`config.mk`:
```
export PLATFORM = sky130hd
export DESIGN_NAME = wb_uart
export DESIGN_NICKNAME = d
export VERILOG_FILES = /design/src/rtl/wb_uart_pkg.sv /design/src/rtl/uart_fifo.sv /design/src/rtl/wb_uart.sv
export SDC_FILE = /design/constraint.sdc
export NUM_CORES = 1
export LEC_CHECK = 0
export ABC_AREA = 0
export BUFFER_PORTS_ARGS = -buffer_cell sky130_fd_sc_hd__buf_2
export CORE_MARGIN = 2
export CORE_UTILIZATION = 55
export DETAILED_ROUTE_END_ITERATION = 16
export PLACE_DENSITY = 0.74
export SKIP_CTS_REPAIR_TIMING = 1
export SYNTH_ARGS = -nofsm -noshare
export SYNTH_HDL_FRONTEND = slang
export SYNTH_HIERARCHICAL = 1
export SYNTH_SLANG_ARGS = --single-unit
```
`constraint.sdc`:
```
create_clock -name wb_clk_i -period 11.4 [get_ports wb_clk_i]
set_clock_uncertainty 0.2 [all_clocks]
set_input_delay 0 -clock wb_clk_i [delete_from_list [all_inputs] [get_ports wb_clk_i]]
set_output_delay 0 -clock wb_clk_i [all_outputs]
set_load 0.01 [all_outputs]
```
`src/rtl/wb_uart_pkg.sv`:
```
// Shared constants for the Wishbone UART: register map, STATUS/CTRL bit
// positions, FSM state codes and reset values.
package wb_uart_pkg;

  localparam logic [1:0] REG_DATA   = 2'd0;
  localparam logic [1:0] REG_STATUS = 2'd1;
  localparam logic [1:0] REG_DIV    = 2'd2;
  localparam logic [1:0] REG_CTRL   = 2'd3;

  localparam int unsigned ST_RX_AVAIL  = 0;
  localparam int unsigned ST_TX_FULL   = 1;
  localparam int unsigned ST_TX_IDLE   = 2;
  localparam int unsigned ST_RX_OVR    = 3;
  localparam int unsigned ST_FRAME_ERR = 4;

  localparam int unsigned CT_TX_EN   = 0;
  localparam int unsigned CT_RX_EN   = 1;
  localparam int unsigned CT_LOOP    = 2;
  localparam int unsigned CT_RX_IRQ  = 3;
  localparam int unsigned CT_TX_IRQ  = 4;
  localparam int unsigned CTRL_W     = 5;

  localparam logic [CTRL_W-1:0] CTRL_RST = 5'h03;

  // Shared by the TX and RX bit engines
  localparam logic [1:0] S_IDLE  = 2'd0;
  localparam logic [1:0] S_START = 2'd1;
  localparam logic [1:0] S_DATA  = 2'd2;
  localparam logic [1:0] S_STOP  = 2'd3;

endpackage

```
`src/rtl/uart_fifo.sv`:
```
// Synchronous FIFO with first-word fall-through head; a push on a full FIFO
// is accepted only when a pop happens in the same cycle.
module uart_fifo #(
  parameter int unsigned WIDTH = 8,
  parameter int unsigned DEPTH = 16,
  localparam int unsigned AW    = $clog2(DEPTH),
  localparam int unsigned CNT_W = AW + 1
) (
  input  logic             clk_i,
  input  logic             rst_i,
  input  logic             push_i,
  input  logic [WIDTH-1:0] wdata_i,
  input  logic             pop_i,
  output logic [WIDTH-1:0] rdata_o,
  output logic             full_o,
  output logic             empty_o,
  output logic [CNT_W-1:0] count_o
);

  logic [WIDTH-1:0] mem_q [DEPTH];
  logic [AW-1:0]    wr_ptr_q, rd_ptr_q;
  logic [CNT_W-1:0] count_q;
  logic             do_push, do_pop;

  assign empty_o = (count_q == '0);
  assign full_o  = (count_q == CNT_W'(DEPTH));
  assign count_o = count_q;
  assign rdata_o = mem_q[rd_ptr_q];
  assign do_pop  = pop_i & ~empty_o;
  assign do_push = push_i & (~full_o | do_pop);

  always_ff @(posedge clk_i) begin
    if (do_push) mem_q[wr_ptr_q] <= wdata_i;
  end

  always_ff @(posedge clk_i) begin
    if (rst_i) begin
      wr_ptr_q <= '0;
      rd_ptr_q <= '0;
      count_q  <= '0;
    end else begin
      if (do_push) wr_ptr_q <= wr_ptr_q + AW'(1);
      if (do_pop)  rd_ptr_q <= rd_ptr_q + AW'(1);
      case ({do_push, do_pop})
        2'b10:   count_q <= count_q + CNT_W'(1);
        2'b01:   count_q <= count_q - CNT_W'(1);
        default: count_q <= count_q;
      endcase
    end
  end

endmodule

```
`src/rtl/wb_uart.sv`:
```
// 8N1 UART behind a single-wait-state Wishbone slave: programmable divisor,
// TX/RX FIFOs, sticky error flags, internal loopback and a level interrupt.
module wb_uart
  import wb_uart_pkg::*;
#(
  parameter int unsigned TX_DEPTH    = 16,
  parameter int unsigned RX_DEPTH    = 16,
  parameter int unsigned DIV_W       = 16,
  parameter int unsigned DEFAULT_DIV = 433
) (
  input  logic        wb_clk_i,
  input  logic        wb_rst_i,
  input  logic [1:0]  wb_adr_i,
  input  logic [31:0] wb_dat_i,
  output logic [31:0] wb_dat_o,
  input  logic        wb_we_i,
  input  logic [3:0]  wb_sel_i,
  input  logic        wb_stb_i,
  output logic        wb_ack_o,
  output logic        uart_tx_o,
  input  logic        uart_rx_i,
  output logic        irq_o
);

  localparam int unsigned TX_CW = $clog2(TX_DEPTH) + 1;
  localparam int unsigned RX_CW = $clog2(RX_DEPTH) + 1;

  logic              ack_q, irq_q, irq_d, utx_q, utx_d;
  logic [31:0]       dat_q, dat_d, rdata;
  logic [DIV_W-1:0]  div_q, div_d, div_eff, half_m1;
  logic [CTRL_W-1:0] ctrl_q, ctrl_d;
  logic              ovr_q, ovr_d, ferr_q, ferr_d, ovr_set, ovr_clr, ferr_set, ferr_clr;
  logic              fire, wr_fire, rd_fire;
  logic [31:0]       lane_mask;

  logic              tx_push, tx_pop, tx_full, tx_empty, tx_idle, tx_load, tx_tick;
  logic [7:0]        tx_head;
  logic [TX_CW-1:0]  tx_count;
  logic [1:0]        tx_state_q, tx_state_d;
  logic [DIV_W-1:0]  tx_cnt_q, tx_cnt_d;
  logic [2:0]        tx_bit_q, tx_bit_d;
  logic [7:0]        tx_shift_q, tx_shift_d;
  logic              tx_line_q, tx_line_d;

  logic              rx_push, rx_pop, rx_full, rx_empty, rx_avail, rx_tick, rx_fall, rx_src;
  logic [7:0]        rx_head;
  logic [RX_CW-1:0]  rx_count;
  logic [1:0]        rx_state_q, rx_state_d;
  logic [DIV_W-1:0]  rx_cnt_q, rx_cnt_d;
  logic [2:0]        rx_bit_q, rx_bit_d;
  logic [7:0]        rx_shift_q, rx_shift_d;
  logic              rx_s1_q, rx_s2_q, rx_prev_q;

  uart_fifo #(.WIDTH(8), .DEPTH(TX_DEPTH)) u_tx_fifo (
    .clk_i(wb_clk_i), .rst_i(wb_rst_i), .push_i(tx_push), .wdata_i(wb_dat_i[7:0]),
    .pop_i(tx_pop), .rdata_o(tx_head), .full_o(tx_full), .empty_o(tx_empty), .count_o(tx_count)
  );

  uart_fifo #(.WIDTH(8), .DEPTH(RX_DEPTH)) u_rx_fifo (
    .clk_i(wb_clk_i), .rst_i(wb_rst_i), .push_i(rx_push), .wdata_i(rx_shift_d),
    .pop_i(rx_pop), .rdata_o(rx_head), .full_o(rx_full), .empty_o(rx_empty), .count_o(rx_count)
  );

  assign wb_ack_o  = ack_q;
  assign wb_dat_o  = dat_q;
  assign uart_tx_o = utx_q;
  assign irq_o     = irq_q;

  assign fire      = wb_stb_i & ~ack_q;
  assign wr_fire   = fire & wb_we_i;
  assign rd_fire   = fire & ~wb_we_i;
  assign lane_mask = {{8{wb_sel_i[3]}}, {8{wb_sel_i[2]}}, {8{wb_sel_i[1]}}, {8{wb_sel_i[0]}}};
  assign div_eff   = (div_q < DIV_W'(2)) ? DIV_W'(2) : div_q;
  assign half_m1   = DIV_W'((({1'b0, div_eff} + (DIV_W+1)'(1)) >> 1) - (DIV_W+1)'(1));
  assign tx_idle   = (tx_count == '0) & (tx_state_q == S_IDLE);
  assign rx_avail  = (rx_count != '0);
  assign rx_src    = ctrl_q[CT_LOOP] ? tx_line_q : uart_rx_i;
  assign rx_fall   = rx_prev_q & ~rx_s2_q;

  // Register file: decode, read mux and all bus side effects on the fire cycle
  always_comb begin
    div_d    = div_q;
    ctrl_d   = ctrl_q;
    rdata    = '0;
    tx_push  = 1'b0;
    rx_pop   = 1'b0;
    ovr_clr  = 1'b0;
    ferr_clr = 1'b0;
    case (wb_adr_i)
      REG_DATA: begin
        rdata   = {24'h0, rx_empty ? 8'h00 : rx_head};
        tx_push = wr_fire & wb_sel_i[0];
        rx_pop  = rd_fire & ~rx_empty;
      end
      REG_STATUS: begin
        rdata[ST_RX_AVAIL]  = rx_avail;
        rdata[ST_TX_FULL]   = tx_full;
        rdata[ST_TX_IDLE]   = tx_idle;
        rdata[ST_RX_OVR]    = ovr_q;
        rdata[ST_FRAME_ERR] = ferr_q;
        ovr_clr  = wr_fire & wb_sel_i[0] & wb_dat_i[ST_RX_OVR];
        ferr_clr = wr_fire & wb_sel_i[0] & wb_dat_i[ST_FRAME_ERR];
      end
      REG_DIV: begin
        rdata = 32'(div_q);
        if (wr_fire) div_d = (div_q & ~DIV_W'(lane_mask)) | DIV_W'(wb_dat_i & lane_mask);
      end
      default: begin
        rdata = 32'(ctrl_q);
        if (wr_fire && wb_sel_i[0]) ctrl_d = wb_dat_i[CTRL_W-1:0];
      end
    endcase
    dat_d  = fire ? (wb_we_i ? 32'h0 : rdata) : dat_q;
    ovr_d  = (ovr_q & ~ovr_clr) | ovr_set;
    ferr_d = (ferr_q & ~ferr_clr) | ferr_set;
    irq_d  = (ctrl_q[CT_RX_IRQ] & rx_avail) | (ctrl_q[CT_TX_IRQ] & tx_idle) | ovr_q | ferr_q;
  end

  // TX engine; the divisor is reloaded at every bit boundary
  always_comb begin
    tx_state_d = tx_state_q;
    tx_cnt_d   = tx_cnt_q;
    tx_bit_d   = tx_bit_q;
    tx_shift_d = tx_shift_q;
    tx_line_d  = tx_line_q;
    tx_pop     = 1'b0;
    tx_load    = ctrl_q[CT_TX_EN] & ~tx_empty;
    tx_tick    = (tx_cnt_q == '0);
    if (tx_state_q != S_IDLE && !tx_tick) tx_cnt_d = tx_cnt_q - DIV_W'(1);
    case (tx_state_q)
      S_START: if (tx_tick) begin
        tx_state_d = S_DATA;
        tx_bit_d   = 3'd0;
        tx_cnt_d   = div_eff;
        tx_line_d  = tx_shift_q[0];
      end
      S_DATA: if (tx_tick) begin
        tx_cnt_d = div_eff;
        if (tx_bit_q == 3'd7) begin
          tx_state_d = S_STOP;
          tx_line_d  = 1'b1;
        end else begin
          tx_bit_d   = tx_bit_q + 3'd1;
          tx_shift_d = tx_shift_q >> 1;
          tx_line_d  = tx_shift_q[1];
        end
      end
      default: if ((tx_state_q == S_IDLE) || tx_tick) begin
        tx_state_d = S_IDLE;
        if (tx_load) begin
          tx_pop     = 1'b1;
          tx_shift_d = tx_head;
          tx_cnt_d   = div_eff;
          tx_line_d  = 1'b0;
          tx_state_d = S_START;
        end
      end
    endcase
    utx_d = ctrl_q[CT_LOOP] | tx_line_d;
  end

  // RX engine: start-bit qualification at half a bit, then mid-bit sampling
  always_comb begin
    rx_state_d = rx_state_q;
    rx_cnt_d   = rx_cnt_q;
    rx_bit_d   = rx_bit_q;
    rx_shift_d = rx_shift_q;
    rx_push    = 1'b0;
    ferr_set   = 1'b0;
    rx_tick    = (rx_cnt_q == '0);
    if (rx_state_q != S_IDLE && !rx_tick) rx_cnt_d = rx_cnt_q - DIV_W'(1);
    case (rx_state_q)
      S_IDLE: if (ctrl_q[CT_RX_EN] && rx_fall) begin
        rx_state_d = S_START;
        rx_cnt_d   = half_m1;
      end
      S_START: if (rx_tick) begin
        rx_state_d = rx_s2_q ? S_IDLE : S_DATA;
        rx_cnt_d   = div_eff;
        rx_bit_d   = 3'd0;
      end
      S_DATA: if (rx_tick) begin
        rx_shift_d = {rx_s2_q, rx_shift_q[7:1]};
        rx_cnt_d   = div_eff;
        rx_bit_d   = rx_bit_q + 3'd1;
        if (rx_bit_q == 3'd7) rx_state_d = S_STOP;
      end
      default: if (rx_tick) begin
        rx_state_d = S_IDLE;
        rx_push    = rx_s2_q;
        ferr_set   = ~rx_s2_q;
      end
    endcase
    ovr_set = rx_push & rx_full & ~rx_pop;
  end

  always_ff @(posedge wb_clk_i) begin
    if (wb_rst_i) begin
      ack_q      <= 1'b0;
      dat_q      <= '0;
      irq_q      <= 1'b0;
      utx_q      <= 1'b1;
      div_q      <= DIV_W'(DEFAULT_DIV);
      ctrl_q     <= CTRL_RST;
      ovr_q      <= 1'b0;
      ferr_q     <= 1'b0;
      tx_state_q <= S_IDLE;
      tx_cnt_q   <= '0;
      tx_bit_q   <= '0;
      tx_shift_q <= '0;
      tx_line_q  <= 1'b1;
      rx_state_q <= S_IDLE;
      rx_cnt_q   <= '0;
      rx_bit_q   <= '0;
      rx_shift_q <= '0;
      rx_s1_q    <= 1'b1;
      rx_s2_q    <= 1'b1;
      rx_prev_q  <= 1'b1;
    end else begin
      ack_q      <= fire;
      dat_q      <= dat_d;
      irq_q      <= irq_d;
      utx_q      <= utx_d;
      div_q      <= div_d;
      ctrl_q     <= ctrl_d;
      ovr_q      <= ovr_d;
      ferr_q     <= ferr_d;
      tx_state_q <= tx_state_d;
      tx_cnt_q   <= tx_cnt_d;
      tx_bit_q   <= tx_bit_d;
      tx_shift_q <= tx_shift_d;
      tx_line_q  <= tx_line_d;
      rx_state_q <= rx_state_d;
      rx_cnt_q   <= rx_cnt_d;
      rx_bit_q   <= rx_bit_d;
      rx_shift_q <= rx_shift_d;
      rx_s1_q    <= rx_src;
      rx_s2_q    <= rx_s1_q;
      rx_prev_q  <= rx_s2_q;
    end
  end

endmodule

```
### Word-level counts from Yosys, hierarchy flattened

Memories as Yosys holds them, arrays and structs flattened. A register that Yosys moved wholly into a read port is not among the register bits.
Cells that the tools add are included.

* register bits: 146
* RAM bits: 256
* bits of input ports: 43
* output and inout bits: 35
* word-level logic and storage cells: 214
* memories kept: 2

Memories
* u_rx_fifo.mem_q: depth 16, width 8, read ports 1, clocked after memory_dff 1, wr ports 1, line uart_fifo.sv:20 `logic [WIDTH-1:0] mem_q [DEPTH];`
* u_tx_fifo.mem_q: depth 16, width 8, read ports 1, clocked after memory_dff 1, wr ports 1, line uart_fifo.sv:20

* add/sub/neg operators: 14
* magnitude comparators: 1
* eq/ne operators: 22
* muxes and demuxes: 69
* bitwise operators: 44
* reduce and logical (&&, ||, !) cells: 36

Operator list (count)
* 2-to-1 mux 16 bit: 9
* 2-to-1 mux 8 bit: 7
* subtractor 16 x 1 -> 16 bit, second input constant: 3
* bitwise AND 16 bit: 2
* logical NOT 16 bit: 2
* 2-to-1 mux 32 bit: 1
* case mux 16 bit (2 select lines): 1
* 2-to-1 mux 1 bit: 22
* case mux 11 bit (2 select lines): 1
* bitwise AND 1 bit: 20
* 2-to-1 mux 2 bit: 10
* case mux 5 bit (2 select lines): 2
* nonzero test 2 bit: 9
* adder 16 x 1 -> 17 bit, second input constant: 1
* adder 4 x 1 -> 4 bit, second input constant: 4
* less-than comparator 16 x 2 -> 1 bit, second input constant: 1
* 2-to-1 mux 4 bit: 4
* != test 2 bit, second input constant: 8
* NOT 16 bit: 1
* OR 16 bit: 1
* case mux 8 bit (2 select lines): 1
* 2-to-1 mux 3 bit: 5
* case mux 5 bit (3 select lines): 1
* NOT 1 bit: 12
* other kinds (25): 58

### Longest topological paths before layout

Gate-level depths: netlist of run 1.

* depth in word-level cells: 11
* gate-level depth with buffers: 14
* mapped depth without buffers: 14

### Modules after synthesis

Netlist of run 1, hierarchy kept.

Modules (own cells, without submodules)
* uart_fifo: times used 2, cells each 322, area an instance 5854.4 um2, seq. area each 4184.0 um2
* wb_uart: times used 1, cells each 777, area an instance 6328.6 um2, seq. area each 2082.0 um2

### Worst setup path before layout of run 1

OpenSTA, ideal clock, no wires.

* kind: reg-to-reg
* from: register u_rx_fifo.count_q[4], in the netlist u_rx_fifo/count_o[4]
* to: register u_rx_fifo.count_q[4], in the netlist u_rx_fifo/count_o[4]
* setup time: 0.134 ns
* data arrival time: 3.763 ns
* data required time: 11.066 ns
* setup slack: 7.303 ns
* cell stages (with the launch flop): 12
* path buffers: 1
* period minus slack after synthesis: 4.097 ns
* path through: dfxtp_1 -> clkbuf_1 -> nor2_1 -> nor2_1 -> nor4b_1 -> nor2b_1 -> o21ai_4 -> fa_1 -> nand2b_1 -> o2bb2ai_1 -> mux2i_1 -> or4_1

* cells in the longest elaborated chain, start to end: 9
* elaborated cells between the ends (all ways): 15
* those cells by class: add/sub (2); eq/ne (3); mux (2); bitwise (6); reduce/logical (2)

Ends and longest elaborated chain
* start, declared: line uart_fifo.sv:22 `logic [CNT_W-1:0] count_q;`
* start signal, assigned: line uart_fifo.sv:45 `2'b10: count_q <= count_q + CNT_W'(1);`
* start signal, assigned: line uart_fifo.sv:46 `2'b01: count_q <= count_q - CNT_W'(1);`
* start signal, assigned: line uart_fifo.sv:47 `default: count_q <= count_q;`
* logical NOT 5 bit *: line uart_fifo.sv:25 `assign empty_o = (count_q == '0);`
* named net rx_empty: line wb_uart.sv:45 `logic rx_push, rx_pop, rx_full, rx_empty, rx_avail, rx_tick, rx_fall, rx_src;`
* NOT 1 bit *: line wb_uart.sv:93 `rx_pop = rd_fire & ~rx_empty;`
* bitwise AND 1 bit *: line wb_uart.sv:93
* 2-to-1 mux 1 bit *: line wb_uart.sv:89 `case (wb_adr_i)`
* named net rx_pop: line wb_uart.sv:45
* bitwise AND 1 bit *: line uart_fifo.sv:29 `assign do_pop = pop_i & ~empty_o;`
* OR 1 bit: line uart_fifo.sv:30 `assign do_push = push_i & (~full_o | do_pop);`
* bitwise AND 1 bit: line uart_fifo.sv:30
* == test 2 x 1 -> 1 bit / == test 2 bit (equally long branches): line uart_fifo.sv:44 `case ({do_push, do_pop})`
* case mux 5 bit (2 select lines) / nonzero test 2 bit (equally long branches)

Mark *: on every way through the listed nets, which the timed path passes. The rest lies on a longest branch.
A chain may end at the register's enable or synchronous reset.

==> results of run 1 <==
[per-layer routing]
layer | global-route usage, % | up-vias
met1 | 31.7 | 5799
met4 | 6.79 | 0
li1 | - | 5498
met3 | 3.19 | 60
met5 | 0 | -
met2 | 37.3 | 385
[critical path, stage by stage, from the launching register on]
cell       delay [ps]
dfxtp_1           480
or4_1             560
nor4_1            380
or2_2             250
ha_1              370
nand3_1           270
nor3_1            630
o211ai_1          250
and2_1            220
o41a_1            400
a2111oi_0         420
a211oi_1           90
[stage by stage]
| stage | setup WS [ps] | power (uW) | hold slack, ps |
|---|---|---|---|
| after global placement | 6870 | 2320 | 16.0 |
| after detailed placement | 6760 | 2330 | 17.5 |
| final | 6710 | 3620 | 65.8 |
| after floorplan | 7300 | 2170 | -101 |
| after global routing | 6340 | 3780 | 154 |
| after CTS | 6730 | 3630 | -538 |
[path summary, 6_finish.rpt]
| check | to | slack, ps | cells after the start |
|---|---|---|---|
| setup / recovery | rx_cnt_q[15] | 6710 | 11 |
| hold / removal | wb_ack_o | 70 | 3 |
| setup reg to reg | rx_cnt_q[15] | 6710 | 11 |
| hold reg to reg | rx_bit_q[2] | 270 | 2 |
[power breakdown]
part	switching (uW)	total [uW]	internal (uW)	leakage [uW]
logic	425	694	269	0.00292
clock network	543	1300	757	0.000668
registers	55.5	1630	1570	0.00348
[final cells by class]
type	instances	area share [%]
repair buffers	92	3.36
clock buffers	60	6.08
flip-flops and latches	394	51.7
well taps	442	2.73
clock inverters	15	0.587
multi-input cells	908	34.9
inverters	35	0.649
[cells by family (layout without fill, tap and decap cells)]
kind of cell,count (synthesis),count (layout),synth area share (%)
compound gates,256,256,10.2
xor+xnor,51,51,2.48
fa+ha+maj,34,34,2.44
buf+inv,134,202,3.27
flops,394,394,57.9
mux,113,113,10.8
other cells,1,16,0.0208
simple gates,438,438,12.9
[state kept, by name, indices dropped and copies added, names as in the netlist, 3 cells and up, named ones only]
| register | cells |
|---|---|
| u_tx_fifo/rd_ptr_q | 4 |
| rx_cnt_q | 16 |
| ctrl_q | 5 |
| u_tx_fifo/count_o | 5 |
| wb_dat_o | 16 |
| tx_cnt_q | 16 |
| u_rx_fifo/rd_ptr_q | 4 |
| u_rx_fifo/wr_ptr_q | 4 |
| u_rx_fifo/mem_q | 128 |
| u_tx_fifo/wr_ptr_q | 4 |
| u_tx_fifo/mem_q | 128 |
| tx_shift_q | 8 |
| tx_bit_q | 3 |
| rx_shift_q | 8 |
| u_rx_fifo/count_o | 5 |
| rx_bit_q | 3 |
[cells in the final DEF (no fill, tap or decap), drive strengths merged, types with 29 or more instances in the layout]
| master | n |
|---|---|
| dlygate4sd3 | 38 |
| a211oi | 35 |
| mux4 | 64 |
| nand2 | 57 |
| ha | 32 |
| a21oi | 41 |
| buf | 54 |
| and2 | 33 |
| clkbuf | 60 |
| edfxtp | 256 |
| nor2b | 30 |
| inv | 36 |
| xnor2 | 34 |
| nor2 | 131 |
| nor3 | 38 |
| mux2i | 38 |
| dfxtp | 138 |
| o21ai | 38 |
| nand3 | 29 |
| a22oi | 51 |
==> flow_summary.json, run 1 <==
{
  "status": "complete, no violations",
  "ys_ff_latch": 394,
  "hold_viol_final": 0,
  "antennaDiodeCount": 0,
  "nets": 1549,
  "fin_crit_ps": 4690,
  "wl_met1_um": 16900,
  "die_w_um": 185,
  "grt_pass1_vias": 11200,
  "slew_headroom_pct": 20.5,
  "required_ps": 11580,
  "yosys_warnings": 6,
  "initial_core_util_pct": 55.6,
  "dieArea_um2": 34300,
  "cts_max_level": 2,
  "yosysMostFrequentCell": "edfxtp_1",
  "worst_pin_slew_ps": 1190,
  "clockBufferDepth": 3,
  "yosysUniqueCellTypes": 80,
  "wl_met3_um": 2370,
  "vias": 11700,
  "routed_wl_um": 39100,
  "crit_path_end_kind": "flop",
  "grt_max_degree": 76,
  "rsz0062_at_grt": "false",
  "grt_pass1_wl_um": 60600,
  "cts_tree": "done",
  "core-area_um2": 32500,
  "antenna_found_initial": 0,
  "leakagePower_uw": 0.00707,
  "fin_setup_tns_ps": 0,
  "die_y_um": 185,
  "gp_congestion": 0.870,
  "regArea_um2": 10500,
  "first_pass_iters": 5,
  "io_pins": 78,
  "syn_to_final_growth_pct": 12.2,
  "wl_met2_um": 18900,
  "postLayoutCoreUtil_pct": 62.3,
  "yosysTopAreaCellShare_pct": 42.6,
  "drv_cap": 0,
  "path_max_fanout": 12,
  "cts_num_sinks": 394,
  "stdcell_area_um2": 20200,
  "finalCritPeriodShare_pct": 41.1,
  "drc_errors": 0,
  "start_kind": "flop",
  "clk_pin_slew_worst_paths_ps": 70,
  "worstHoldStart": "wb_stb_i",
  "setup_violations": 0,
  "postSynth.asyncResetShare_pct": 0,
  "synth_edf_count": 256,
  "vias_per_cell": 6.03,
  "timing.fmax_ghz": 0.213,
  "crit_arrival_ps": 4870,
  "first_iter_violations": 924,
  "p_per_area_nw_per_um2": 179,
  "drive_above_1_share_pct": 15.2,
  "drtAntennaViolNets": 0,
  "cts_buffers": 41,
  "track_usage_pct": 22.7,
  "hp-class": "input port to flop",
  "cts_root_buffer": "clkbuf_16",
  "peakVddDrop_mv": 0.155,
  "synthTopCellsByArea": "edfxtp_1 43%, dfxtp_1 15%, mux4_2 8.0%, nor2_1 2.7%, ha_1 2.2%",
  "worstSkewPairLatency_ps": 540,
  "row_count": 66,
  "port_buffers": 43,
  "hpwl_um": 25300,
  "syn_area_um2": 18000,
  "detail_route.wl_per_cell_um": 20.1,
  "multiInputGateArea_um2": 7070,
  "ys.flop_type": "edfxtp_1",
  "nFillCells": 2418,
  "yosysTopAreaCell": "edfxtp_1",
  "grt_overflow": 0,
  "place_inst": 1833,
  "postPlaceCellArea_um2": 18500,
  "syn_avg_cell_area_um2": 12.7,
  "top_layer_used": "met4",
  "crit_type": "flop to flop",
  "slew_violations": 0,
  "final_cell_count_no_fill": 1946,
  "seq_area_frac_synth_pct": 57.9,
  "synthTopCellsByCount": "256 x edfxtp_1, 138 x dfxtp_1, 131 x nor2_1",
  "syn_inst": 1421
}
No activity file was read; power rests on OpenSTA's default activity.
==> run 2, diff against run 1 <==
clock period = 4.4 ns   (was 11.4 ns; I/O delays follow)
==> run 2 against run 1 <==
Effect of this change:
- non-clock buffer count is 19 higher
- highest routed layer unchanged
- combinational power grew to 2.6 times the previous value
- critical endpoint unchanged
- total power grew to 2.7 times the previous value
==> flow_summary.json, run 2 (same netlist as run 1, synthesis figures left out) <==
{
  "grt_max_degree": 106,
  "io_pins": 78,
  "required_ps": 4590,
  "cts_buffers": 40,
  "finalCritPeriodShare_pct": 91.0,
  "vias": 11900,
  "grt_pass1_wl_um": 62700,
  "fin_crit_ps": 4010,
  "path_cells": "nor3_1, nand3_1, nor4_1, buf_4, nor2b_1, ha_1, and3_1, or3_1, a221oi_2, nand3b_1, o41a_1, a2111oi_0, a211oi_1",
  "cts_tree": "done",
  "track_usage_pct": 23.8,
  "vias_per_cell": 6.05,
  "crit_path_end_kind": "flop",
  "status": "complete, no violations",
  "final_cell_count_no_fill": 1964,
  "hold_viol_final": 0,
  "cts_max_level": 2,
  "biggestRegsByFlops": "u_rx_fifo/mem_q x128, u_tx_fifo/mem_q x128",
  "nFillCells": 2372,
  "place_inst": 1859,
  "regArea_um2": 10500,
  "leakagePower_uw": 0.00716,
  "peakVddDrop_mv": 0.389,
  "core-area_um2": 32500,
  "cts_num_sinks": 394,
  "multiInputGateArea_um2": 7070,
  "initial_core_util_pct": 55.6,
  "first_iter_violations": 958,
  "worst_pin_slew_ps": 1270,
  "start_kind": "flop",
  "detail_route.wl_per_cell_um": 20.6,
  "dieArea_um2": 34300,
  "p_total_uw": 9650,
  "row_count": 66,
  "first_pass_iters": 5,
  "slew_headroom_pct": 14.4,
  "p_per_area_nw_per_um2": 472,
  "drv_cap": 0,
  "grt_pass1_vias": 11400,
  "path_max_fanout": 3,
  "final_cell_mix": "256 x edfxtp_1, 135 x dfxtp_1, 131 x nor2_1",
  "drtAntennaViolNets": 0,
  "port_buffers": 43,
  "cts_root_buffer": "clkbuf_16",
  "antennaDiodeCount": 0,
  "antenna_found_initial": 0,
  "clk_pin_slew_worst_paths_ps": 60,
  "holdWs_ps": 184,
  "syn_to_final_growth_pct": 13.4,
  "worstSkewPairLatency_ps": 540,
  "rsz0062_at_grt": "false",
  "drive_above_1_share_pct": 16.6,
  "clockBufferDepth": 3,
  "setup_violations": 0,
  "gp_congestion": 0.897,
  "crit_type": "flop to flop",
  "die_y_um": 185,
  "timing.fmax_ghz": 0.250,
  "critPathSlowestCell": "a221oi_2",
  "routed_wl_um": 40400,
  "drc_errors": 0,
  "slowest_delay_ps": 440,
  "nets": 1567,
  "crit_arrival_ps": 4200,
  "fin_setup_tns_ps": 0,
  "die_w_um": 185,
  "hpwl_um": 26600,
  "hp-class": "input port to flop",
  "final_common_cell": "edfxtp_1",
  "slew_violations": 0,
  "grt_overflow": 0
}
[run 2: cell count changes in the layout (fill, tap and decap cells not counted), moves of 2 or more]
cell | before | now
dlygate4sd3_1 | 38 | 31
bufinv_16 | 0 | 7
clkinv_2 | 10 | 3
clkinv_1 | 1 | 3
clkbuf_8 | 7 | 5
clkbuf_16 | 44 | 42
buf_4 | 12 | 37
clkinvlp_2 | 0 | 2
[run 2: area by class of cell]
| class | count | share of cell area, % |
|---|---|---|
| flip-flops and latches | 394 | 51.1 |
| clock buffers | 55 | 5.62 |
| repair buffers | 111 | 4.00 |
| inverters | 35 | 0.642 |
| clock inverters | 19 | 1.40 |
| multi-input cells | 908 | 34.5 |
| well taps | 442 | 2.70 |
[run 2: path summary, 6_finish.rpt]
path,cells past startpoint,slack (ps),startpoint,endpoint
setup / recovery,13,390,flop,rx_cnt_q[15]
hold / removal,4,180,uart_rx_i,rx_s1_q
hold reg to reg,1,230,rx_s1_q,rx_s2_q
setup reg to reg,13,390,flop,rx_cnt_q[15]
[run 2: worst max-delay path: cells and delay by family, from the launching register on]
kind            cells  cell delay [ps]
simple gates        7             1590
buf+inv             1              180
flops               1              310
compound gates      4             1390
fa+ha+maj           1              200
[run 2: stage by stage]
stage | setup WS, ps | utilization, % | instance area (um^2)
after global placement | 411 | 57.7 | 18700
after CTS | 370 | 62.1 | 20100
after global routing | 80.4 | 63.0 | 20500
after detailed placement | 398 | 57.7 | 18700
after floorplan | 303 | - | 18100
final | 395 | 63.0 | 20500
[run 2: where the power goes]
part | switching (uW) | total (uW) | internal, uW
Combinational | 1070 | 1800 | 734
Clock | 1390 | 3630 | 2250
Sequential | 148 | 4220 | 4070
Total | 2600 | 9650 | 7050
[run 2: per-layer routing]
layer / track usage, % / wire, um / up-vias / share of wire [%]
li1: - / - / 5526 / -
met1: 32.2 / 17400 / 5919 / 43
met2: 39.6 / 19600 / 377 / 49
met3: 4.05 / 2390 / 69 / 5.9
met4: 7.05 / 1010 / 0 / 2.5
met5: 0 / 0 / - / 0
